File: src/rtl/neotang_rom_pkg.sv
// Shared ROM-loader types: address/word widths and the packed SDRAM write word.
package neotang_rom_pkg;
  localparam int ROM_ADDR_W = 25;
  localparam int ROM_WORD_W = 16;

  typedef struct packed {
    logic [ROM_ADDR_W-1:0] addr;
    logic [ROM_WORD_W-1:0] data;
    logic [1:0]            be;
  } rom_word_t;

  // 1 when the byte at this address lands in data[15:8]
  function automatic logic hi_lane(input logic a0, input logic big_endian);
    return big_endian ? ~a0 : a0;
  endfunction
endpackage

File: src/rtl/rom_pack_fifo.sv
// Synchronous FIFO of rom_word_t; pointers wrap modulo DEPTH, occupancy counter tells full from empty.
module rom_pack_fifo
  import neotang_rom_pkg::*;
#(
  parameter int DEPTH = 8
) (
  input  logic                   clk,
  input  logic                   reset,
  input  logic                   push,
  input  rom_word_t              wdata,
  input  logic                   pop,
  output rom_word_t              rdata,
  output logic                   full,
  output logic                   empty,
  output logic [$clog2(DEPTH):0] count
);
  localparam int AW = $clog2(DEPTH);

  rom_word_t     mem [DEPTH];
  logic [AW-1:0] wptr, rptr;
  logic          do_push, do_pop;

  assign empty   = (count == '0);
  assign full    = (count == (AW+1)'(DEPTH));
  assign do_pop  = pop & ~empty;
  // a push into a full FIFO is fine when the head leaves in the same cycle
  assign do_push = push & (~full | do_pop);
  assign rdata   = mem[rptr];

  always_ff @(posedge clk) begin
    if (do_push) mem[wptr] <= wdata;
  end

  always_ff @(posedge clk) begin
    if (reset) begin
      wptr  <= '0;
      rptr  <= '0;
      count <= '0;
    end else begin
      if (do_push) wptr <= wptr + AW'(1);
      if (do_pop)  rptr <= rptr + AW'(1);
      count <= count + (AW+1)'(do_push) - (AW+1)'(do_pop);
    end
  end
endmodule

File: src/rtl/rom_write_packer.sv
// Packs a ROM byte stream into 16-bit SDRAM write words with byte enables, buffered in a small FIFO.
module rom_write_packer
  import neotang_rom_pkg::*;
#(
  parameter int FIFO_DEPTH = 8,
  parameter bit BIG_ENDIAN = 1'b1
) (
  input  logic                  clk,
  input  logic                  reset,
  input  logic [ROM_ADDR_W-1:0] in_addr,
  input  logic [7:0]            in_data,
  input  logic                  in_wr,
  output logic                  in_ready,
  input  logic                  flush,
  output logic [ROM_ADDR_W-1:0] out_addr,
  output logic [ROM_WORD_W-1:0] out_data,
  output logic [1:0]            out_be,
  output logic                  out_req,
  input  logic                  out_ack,
  output logic                  busy,
  output logic                  overflow,
  output logic [23:0]           word_count
);
  localparam int CW = $clog2(FIFO_DEPTH) + 1;

  rom_word_t             pend, pend_n, push_word, head;
  logic                  pv, pv_n, flush_lat, flush_lat_n;
  logic                  accept, lane_hi, push, pop, full, empty, in_ready_n;
  logic [1:0]            lane_be;
  logic [ROM_WORD_W-1:0] lane_data;
  logic [ROM_ADDR_W-1:0] waddr;
  logic [CW-1:0]         count, count_n;

  rom_pack_fifo #(.DEPTH(FIFO_DEPTH)) u_fifo (
    .clk(clk), .reset(reset), .push(push), .wdata(push_word), .pop(pop),
    .rdata(head), .full(full), .empty(empty), .count(count)
  );

  always_comb begin
    accept      = in_wr & in_ready;
    lane_hi     = hi_lane(in_addr[0], BIG_ENDIAN);
    lane_be     = lane_hi ? 2'b10 : 2'b01;
    lane_data   = lane_hi ? {in_data, 8'h00} : {8'h00, in_data};
    waddr       = {in_addr[ROM_ADDR_W-1:1], 1'b0};
    pend_n      = pend;
    pv_n        = pv;
    flush_lat_n = flush_lat;
    push        = 1'b0;
    push_word   = pend;
    if (accept) begin
      if (pv && pend.addr == waddr && (pend.be & lane_be) == 2'b00) begin
        pend_n.data = pend.data | lane_data;
        pend_n.be   = pend.be | lane_be;
        if (pend_n.be == 2'b11) begin
          push      = 1'b1;
          push_word = pend_n;
          pv_n      = 1'b0;
          pend_n    = '0;
        end
      end else begin
        // evict whatever is pending (possibly partial) and start a new word
        push   = pv;
        pv_n   = 1'b1;
        pend_n = '{addr: waddr, data: lane_data, be: lane_be};
      end
      flush_lat_n = flush;
    end else if (flush && in_wr) begin
      flush_lat_n = 1'b1;
    end else if (flush || flush_lat) begin
      if (!pv) begin
        flush_lat_n = 1'b0;
      end else if (!full) begin
        push        = 1'b1;
        pv_n        = 1'b0;
        pend_n      = '0;
        flush_lat_n = 1'b0;
      end else begin
        flush_lat_n = 1'b1;
      end
    end
    pop        = out_ack & out_req;
    count_n    = count + CW'(push) - CW'(pop);
    in_ready_n = (count_n != CW'(FIFO_DEPTH)) && !flush_lat_n;
  end

  always_ff @(posedge clk) begin
    if (reset) begin
      pend       <= '0;
      pv         <= 1'b0;
      flush_lat  <= 1'b0;
      in_ready   <= 1'b1;
      overflow   <= 1'b0;
      word_count <= '0;
    end else begin
      pend      <= pend_n;
      pv        <= pv_n;
      flush_lat <= flush_lat_n;
      in_ready  <= in_ready_n;
      if (in_wr && !in_ready) overflow <= 1'b1;
      if (pop && word_count != '1) word_count <= word_count + 24'd1;
    end
  end

  // reset gates the request so stale buffered words never show in the reset cycle
  assign out_req  = ~empty & ~reset;
  assign out_addr = out_req ? head.addr : '0;
  assign out_data = out_req ? head.data : '0;
  assign out_be   = out_req ? head.be   : '0;
  assign busy     = pv | ~empty;
endmodule

File: config.mk
export PLATFORM = sky130hd
export DESIGN_NAME = rom_write_packer
export DESIGN_NICKNAME = d
export VERILOG_FILES = /design/src/rtl/neotang_rom_pkg.sv /design/src/rtl/rom_pack_fifo.sv /design/src/rtl/rom_write_packer.sv
export SDC_FILE = /design/constraint.sdc
export NUM_CORES = 1
export LEC_CHECK = 0
export BUFFER_PORTS_ARGS = -buffer_cell sky130_fd_sc_hd__buf_4
export CORE_AREA = 5 5 265 267
export CTS_BUF_LIST = sky130_fd_sc_hd__clkbuf_8 sky130_fd_sc_hd__clkbuf_16
export CTS_CLUSTER_DIAMETER = 150
export DETAILED_ROUTE_END_ITERATION = 12
export DIE_AREA = 0 0 270 272
export PLACE_DENSITY = 0.43
export SYNTH_ARGS = -nofsm -noshare
export SYNTH_HDL_FRONTEND = slang
export SYNTH_SLANG_ARGS = --single-unit
File: constraint.sdc
create_clock -name clk -period 8.62 [get_ports clk]
set_input_delay 1.724 -clock clk [delete_from_list [all_inputs] [get_ports clk]]
set_output_delay 1.724 -clock clk [all_outputs]
set_load 0.05 [all_outputs]
==> summary.md, run 1 <==
| Metric | Value |
|---|---|
| Outcome | finished, final reports clean |
| Hold Path Class | reg -> reg |
| Switching power | 1580 uW |
| Residual DRC | 0 |
| Worst vdd ir | 0.115 mV |
| Post-Syn Instances | 961 |
| Post-route ant nets | 0 |
| Post_cts resized | 0 |
| Post-synth ARST share | 0% |
| Top cell type's share of synthesized area | 60.4% |
| Top post-synthesis cells by count | edfxtp_1, mux4_2, dfxtp_1 |
| Remaining global-route overflow | 0 |
| Row cnt | 96 |
| Worst EP required | 6.90 ns |
| P&R area growth vs syn | 21.3% |
| Sw Ratio | 28.1% |
| R2r startpoint | u_fifo.count[2] |
| Synth area leader | edfxtp_1 |
| NumNets Final | 1136 |
| Clk pin slew, worst setup/hold paths | 0.06 ns |
| Vias | 8989 |
| Worst-margin pin slew | 1.15 ns |
| HP Start | pend[6] |
| Starting density of the core | 24.6% |
| Logic pwr share | 19.0% |
| Core area | 67900 sq um |
| Post-synth EDFFs | 336 |
| Root Driver | clkbuf_16 |
| CTS Buf Count | 46 |
| Hold Violations, Final | 0 |
| Num Clock Sinks | 419 |
| Final Wtd Congestion | 0.739 |
| Initial antenna violation count | 6 |
| Pin count of the biggest net entering global routing | 63 |
| Worst-skew pair later-pin latency | 0.57 ns |
| Total Routed Length | 43000 um |
| Synth cell types | 62 |
| CTS Hold Bufs | 0 |
| Seq pwr share | 42.3% |
| Max Slew Vio Count | 0 |
| Post-DR vias/cell | 4.49 |
| # port buffers | 107 |
| Top-count cell post-synth | edfxtp_1 |
| Skew final | 0.0198 ns |
| Final min period | 5.04 ns |
| Setup Buffers After CTS | 0 |
| Post-synthesis sequential area ratio | 70.3% |
| Maxcap violations | 0 |
| Tot Pwr | 5630 uW |
| Slew margin rel. | 22.5% |
| GR Util All Layers | 11.6% |
| CTS tree | yes |
| Post-Syn Area | 16700 sq um |
| Fin crit share | 58.5% |
| Area contributors post-synth | edfxtp_1, mux4_2, dfxtp_1 |
| Crit path kind | reg -> out |
| Iter 0 DRT Violations | 519 |
| Num ports | 109 |
| Crit path max fanout | 33 |
| Clk pwr share | 38.6% |
| Full die area | 73400 sq um |
| Setup_tns | 0 ns |
| # H-tree levels | 2 |
| Syn Nets | 1013 |
| WL per Instance | 21.5 um |
| Critical Path AT | 3.32 ns |
| Maximum clock path buffer count | 3 |
| Vias in the first global route | 9828 |
| Achievable frequency | 198 MHz |
| RSZ-0062 raised after global routing | false |
| Endpoint type of the worst setup path | output pin |
| Yosys Warn Count | 0 |
| Startpoint type of the worst setup path | flip-flop |
| Lkg Pwr | 0.00662 uW |
| Post-Syn Area per Cell | 17.4 sq um |
| Internal power | 4050 uW |
| Drt pass-1 iters | 5 |
| P per Cell Area | 278 nW/um^2 |
| Dominant synthesized flop cell | edfxtp_1 |
| Layout cell share with drive strength beyond 1 | 27.5% |
| Die Y | 272 um |
| Final setup viols | 0 |
| Die W | 270 um |
| DP HPWL | 25400 um |
| #FFs+latches synth | 419 |
| First-pass GRT wire length | 64300 um |
-- cells by family after synthesis --
family	count (synthesis)	share of synthesized area, %
simple gates	159	4.96
compound gates	116	5.23
xor+xnor	38	1.99
mux	134	14.4
buf+inv	80	1.95
flops	419	70.3
fa+ha+maj	14	1.14
other cells	1	0.0224
-- per-stage QoR --
| stage | util (%) | hold WS (ns) | setup WS (ns) | cells | cell area [sq um] |
|---|---|---|---|---|---|
| after floorplan | - | 0.434 | 1.11 | 961 | 16700 |
| after global placement | 27.4 | 0.441 | 3.45 | 1918 | 18600 |
| after detailed placement | 27.4 | 0.447 | 3.31 | 1918 | 18600 |
| after CTS | 29.9 | 0.458 | 3.36 | 2003 | 20300 |
| after global routing | 29.9 | 0.484 | 3.27 | 2003 | 20300 |
| final | 29.9 | 0.460 | 3.58 | 2004 | 20300 |
-- state kept, by name (all words and copies together), names as in the netlist, named ones only --
signal and cells:
flush_lat 1, in_ready 1, overflow 1, pend 42, pv 1, u_fifo.count 4
u_fifo.mem 336, u_fifo.rptr 3, u_fifo.wptr 3, word_count 24
-- critical path, cell delays in order, from the launching register on --
cell and delay [ns]:
dfxtp_4 0.85, buf_4 0.69, mux4_2 0.59, mux2i_1 0.29, nor2_1 0.08, buf_4 0.21
-- path summary, 6_finish.rpt --
path / end / slack, ns / cells past startpoint
worst max-delay path: out_addr[23] / 3.58 / 5
worst max register to register: u_fifo.mem[2][16] / 4.67 / 9
worst min-delay path: pend[6] / 0.46 / 2
worst min register to register: pend[6] / 0.46 / 2
-- power by group through the flow --
stage | Combinational [uW] | Clock (uW) | Sequential [uW]
after CTS | 1110 | 2230 | 2390
after global routing | 1170 | 2310 | 2400
after global placement | 1110 | 0 | 2430
after floorplan | 782 | 0 | 2380
final | 1070 | 2170 | 2380
after detailed placement | 1110 | 0 | 2430
-- final cells by class --
class | count | area (sq um)
fillers | 6709 | 47600
flip-flops and latches | 419 | 11800
multi-input cells | 462 | 4690
clock buffers | 48 | 1180
well taps | 882 | 1100
repair buffers | 122 | 916
clock inverters | 37 | 504
inverters | 33 | 124
diodes | 1 | 2.50
-- per-layer routing --
metal | global-route usage (%) | share of wire, % | wire length [um]
met5 | 0 | 0.14 | 59
met3 | 2.97 | 5.2 | 2230
met1 | 15.2 | 45 | 19300
met2 | 19.4 | 48 | 20600
met4 | 2.75 | 1.9 | 836
-- cells in the final DEF (no fill, tap or decap), types with 4 or more instances in the layout --
cell / instances
a31o_1: 8
or2_2: 4
nand4_1: 11
o21ai_0: 12
clkinv_1: 8
dfxtp_1: 80
a21oi_1: 21
clkbuf_16: 46
xor2_1: 7
mux2i_1: 47
nand2_1: 20
nand3_1: 11
a22o_1: 32
inv_1: 40
or3_1: 12
nor2_1: 65
a21o_1: 4
nor4_1: 5
ha_1: 12
a31o_2: 8
bufinv_16: 12
mux4_2: 84
clkinv_2: 7
xnor2_1: 31
nor3_1: 4
buf_4: 122
o32ai_1: 8
edfxtp_1: 336
Note: power is estimated with default switching activity, not from simulation.
==> run 2, diff against run 1 <==
--- a/config.mk
+++ b/config.mk
@@ -11,7 +11,7 @@
 export CTS_CLUSTER_DIAMETER = 150
 export DETAILED_ROUTE_END_ITERATION = 12
 export DIE_AREA = 0 0 270 272
-export PLACE_DENSITY = 0.43
+export PLACE_DENSITY = 0.45
 export SYNTH_ARGS = -nofsm -noshare
 export SYNTH_HDL_FRONTEND = slang
 export SYNTH_SLANG_ARGS = --single-unit
==> constraint.sdc (replaced) <==
create_clock -name clk -period 4.6 [get_ports clk]
set_input_delay 0.92 -clock clk [delete_from_list [all_inputs] [get_ports clk]]
set_output_delay 0.92 -clock clk [all_outputs]
set_load 0.05 [all_outputs]
==> run 2 against run 1 <==
Sequential power up 87%. Worst setup slack got worse by 3.1 ns. Die area unchanged. Utilization is 0.19 points lower. Highest routed layer unchanged. Critical path type unchanged. First-iteration DRC count is 7.1% higher. Worst hold slack got worse by 0.0019 ns. Sequential share of layout area increased by 0.37 points.
==> summary.md, run 2 (same netlist as run 1, synthesis figures left out) <==
| Metric | Value |
|---|---|
| Total Routed Length | 42600 um (-0.88%) |
| Die Y | 272 um (unchanged) |
| WL per Instance | 21.2 um (-1.4%) |
| Worst r2r dst | u_fifo.mem[6][22] |
| Largest register FFs | 336 (unchanged) |
| Vias in the first global route | 9601 (-2.3%) |
| Commonest non-fill, non-tap cell in the layout | edfxtp_1 |
| Lkg Pwr | 0.00660 uW (-0.34%) |
| Startpoint type of the worst setup path | flip-flop |
| HP Start | pend[8] |
| Most frequent cells in the layout | edfxtp_1, buf_4, mux4_2 |
| # H-tree levels | 2 (unchanged) |
| Starting density of the core | 24.6% (unchanged) |
| Post-place setup slack | 0.470 ns (-2.84 ns) |
| GR Util All Layers | 11.4% (-0.15 points) |
| Worst EP required | 3.68 ns (-3.22 ns) |
| Remaining global-route overflow | 0 (unchanged) |
| Outcome | finished, final reports clean |
| Clk pin slew, worst setup/hold paths | 0.06 ns (about the same) |
| Post_cts resized | 0 (unchanged) |
| P&R area growth vs syn | 20.5% |
| Hold Violations, Final | 0 (unchanged) |
| Endpoint type of the worst setup path | output pin |
| DP HPWL | 26100 um (+2.8%) |
| Root Driver | clkbuf_16 |
| Post-DR vias/cell | 4.51 (+0.52%) |
| Drt pass-1 iters | 6 (+1) |
| Skew final | 0.0166 ns (-0.00321 ns) |
| Worst-margin pin slew | 1.27 ns (+0.116 ns) |
| CTS Buf Count | 46 (unchanged) |
| Tot Pwr | 9890 uW (+76%) |
| FILL cells | 6738 (+0.43%) |
| Worst vdd ir | 0.230 mV (+100%) |
| Maxcap violations | 0 (unchanged) |
| Max Slew Vio Count | 0 (unchanged) |
| NumNets Final | 1146 (+0.88%) |
| Num Clock Sinks | 419 (unchanged) |
| Fin crit share | 89.3% |
| Initial antenna violation count | 6 (unchanged) |
| Hold Path Class | reg -> reg |
| Reg2Reg Depth | 8 (-1) |
| Achievable frequency | 243 MHz |
| Crit path max fanout | 17 (-48%) |
| Post-route ant nets | 0 (unchanged) |
| Register with the most flip-flops | u_fifo.mem |
| Maximum clock path buffer count | 3 (unchanged) |
| CTS Hold Bufs | 0 (unchanged) |
| Hold Path Stages | 2 (unchanged) |
| Die W | 270 um (unchanged) |
| Core area | 67900 sq um (unchanged) |
| Worst-skew pair later-pin latency | 0.57 ns (about the same) |
| First-pass GRT wire length | 63800 um (-0.85%) |
| Hold WS | 0.458 ns (-0.00192 ns) |
| Slew margin rel. | 15.3% (-7.2 points) |
| CTS tree | yes |
| Crit path kind | reg -> out |
| Setup Buffers After CTS | 0 (unchanged) |
| FF-to-FF setup slack | 1.04 ns (-3.63 ns) |
| Setup_tns | 0 ns (unchanged) |
| Hold endpoint | pend[8] |
| Residual DRC | 0 (unchanged) |
| Final setup viols | 0 (unchanged) |
| Final min period | 4.11 ns |
| Num ports | 109 (unchanged) |
| Layout cell share with drive strength beyond 1 | 27.1% (-0.42 points) |
| Row cnt | 96 (unchanged) |
| Final Wtd Congestion | 0.748 (+1.2%) |
| Largest registers | u_fifo.mem: 336 flops, pend: 42 flops, word_count: 24 flops |
| Vias | 9085 (+1.1%) |
| # port buffers | 107 (unchanged) |
| Iter 0 DRT Violations | 556 (+7.1%) |
| P per Cell Area | 491 nW/um^2 (+77%) |
| Pin count of the biggest net entering global routing | 43 (-32%) |
| R2r startpoint | u_fifo.count[2] |
| Critical Path AT | 3.19 ns (-0.13 ns) |
| Full die area | 73400 sq um (unchanged) |
| Post-layout worst setup margin | 0.491 ns (-3.09 ns) |
| RSZ-0062 raised after global routing | false |
[run 2: layout make-up]
cell class              count  area (sq um)  share of cell area, %
clock buffers              53          1250                   6.19
flip-flops and latches    419         11800                   58.4
diodes                      2          5.00                 0.0248
inverters                  33           124                  0.615
well taps                 882          1100                   5.48
multi-input cells         462          4690                   23.3
repair buffers            132          1070                   5.29
clock inverters            32           155                  0.770
[run 2: critical path, stage by stage, from the launching register on]
cell	delay, ns
dfxtp_1	0.30
inv_1	0.09
ha_1	0.15
nor3b_1	0.80
or2_2	0.63
buf_4	0.33
nor2_1	0.09
buf_4	0.20
[run 2: per-layer routing]
metal	share of wire [%]	routed length [um]	track usage [%]
met1	46	19800	15.6
met4	1.6	671	2.64
met3	5.1	2200	2.81
met5	0.14	61	0
met2	47	19900	18.6
[run 2: how the worst max path moves through the flow]
stage               startpoint          endpoint  cells after the start
5_1_grt        u_fifo.count[2]       out_addr[4]                      7
2_1_floorplan            reset  u_fifo.mem[4][0]                      6
3_5_place_dp        in_addr[3]  u_fifo.mem[1][4]                      7
4_1_cts        u_fifo.count[2]       out_addr[4]                      7
6_report       u_fifo.count[2]       out_addr[4]                      7
3_3_place_gp        in_addr[3]  u_fifo.mem[1][4]                      7
[run 2: report_power, final]
part	total, uW	internal [uW]	switching, uW
Sequential	4460	4280	186
Combinational	2040	795	1240
Clock	3390	1930	1470
[run 2: per-stage QoR]
| stage | area [sq um] | util [%] | std cells |
|---|---|---|---|
| CTS | 20100 | 29.7 | 2013 |
| global placement | 18700 | 27.6 | 1928 |
| detailed placement | 18700 | 27.6 | 1928 |
| global route | 20100 | 29.7 | 2013 |
| floorplan | 16700 | - | 961 |
| finish | 20100 | 29.7 | 2015 |
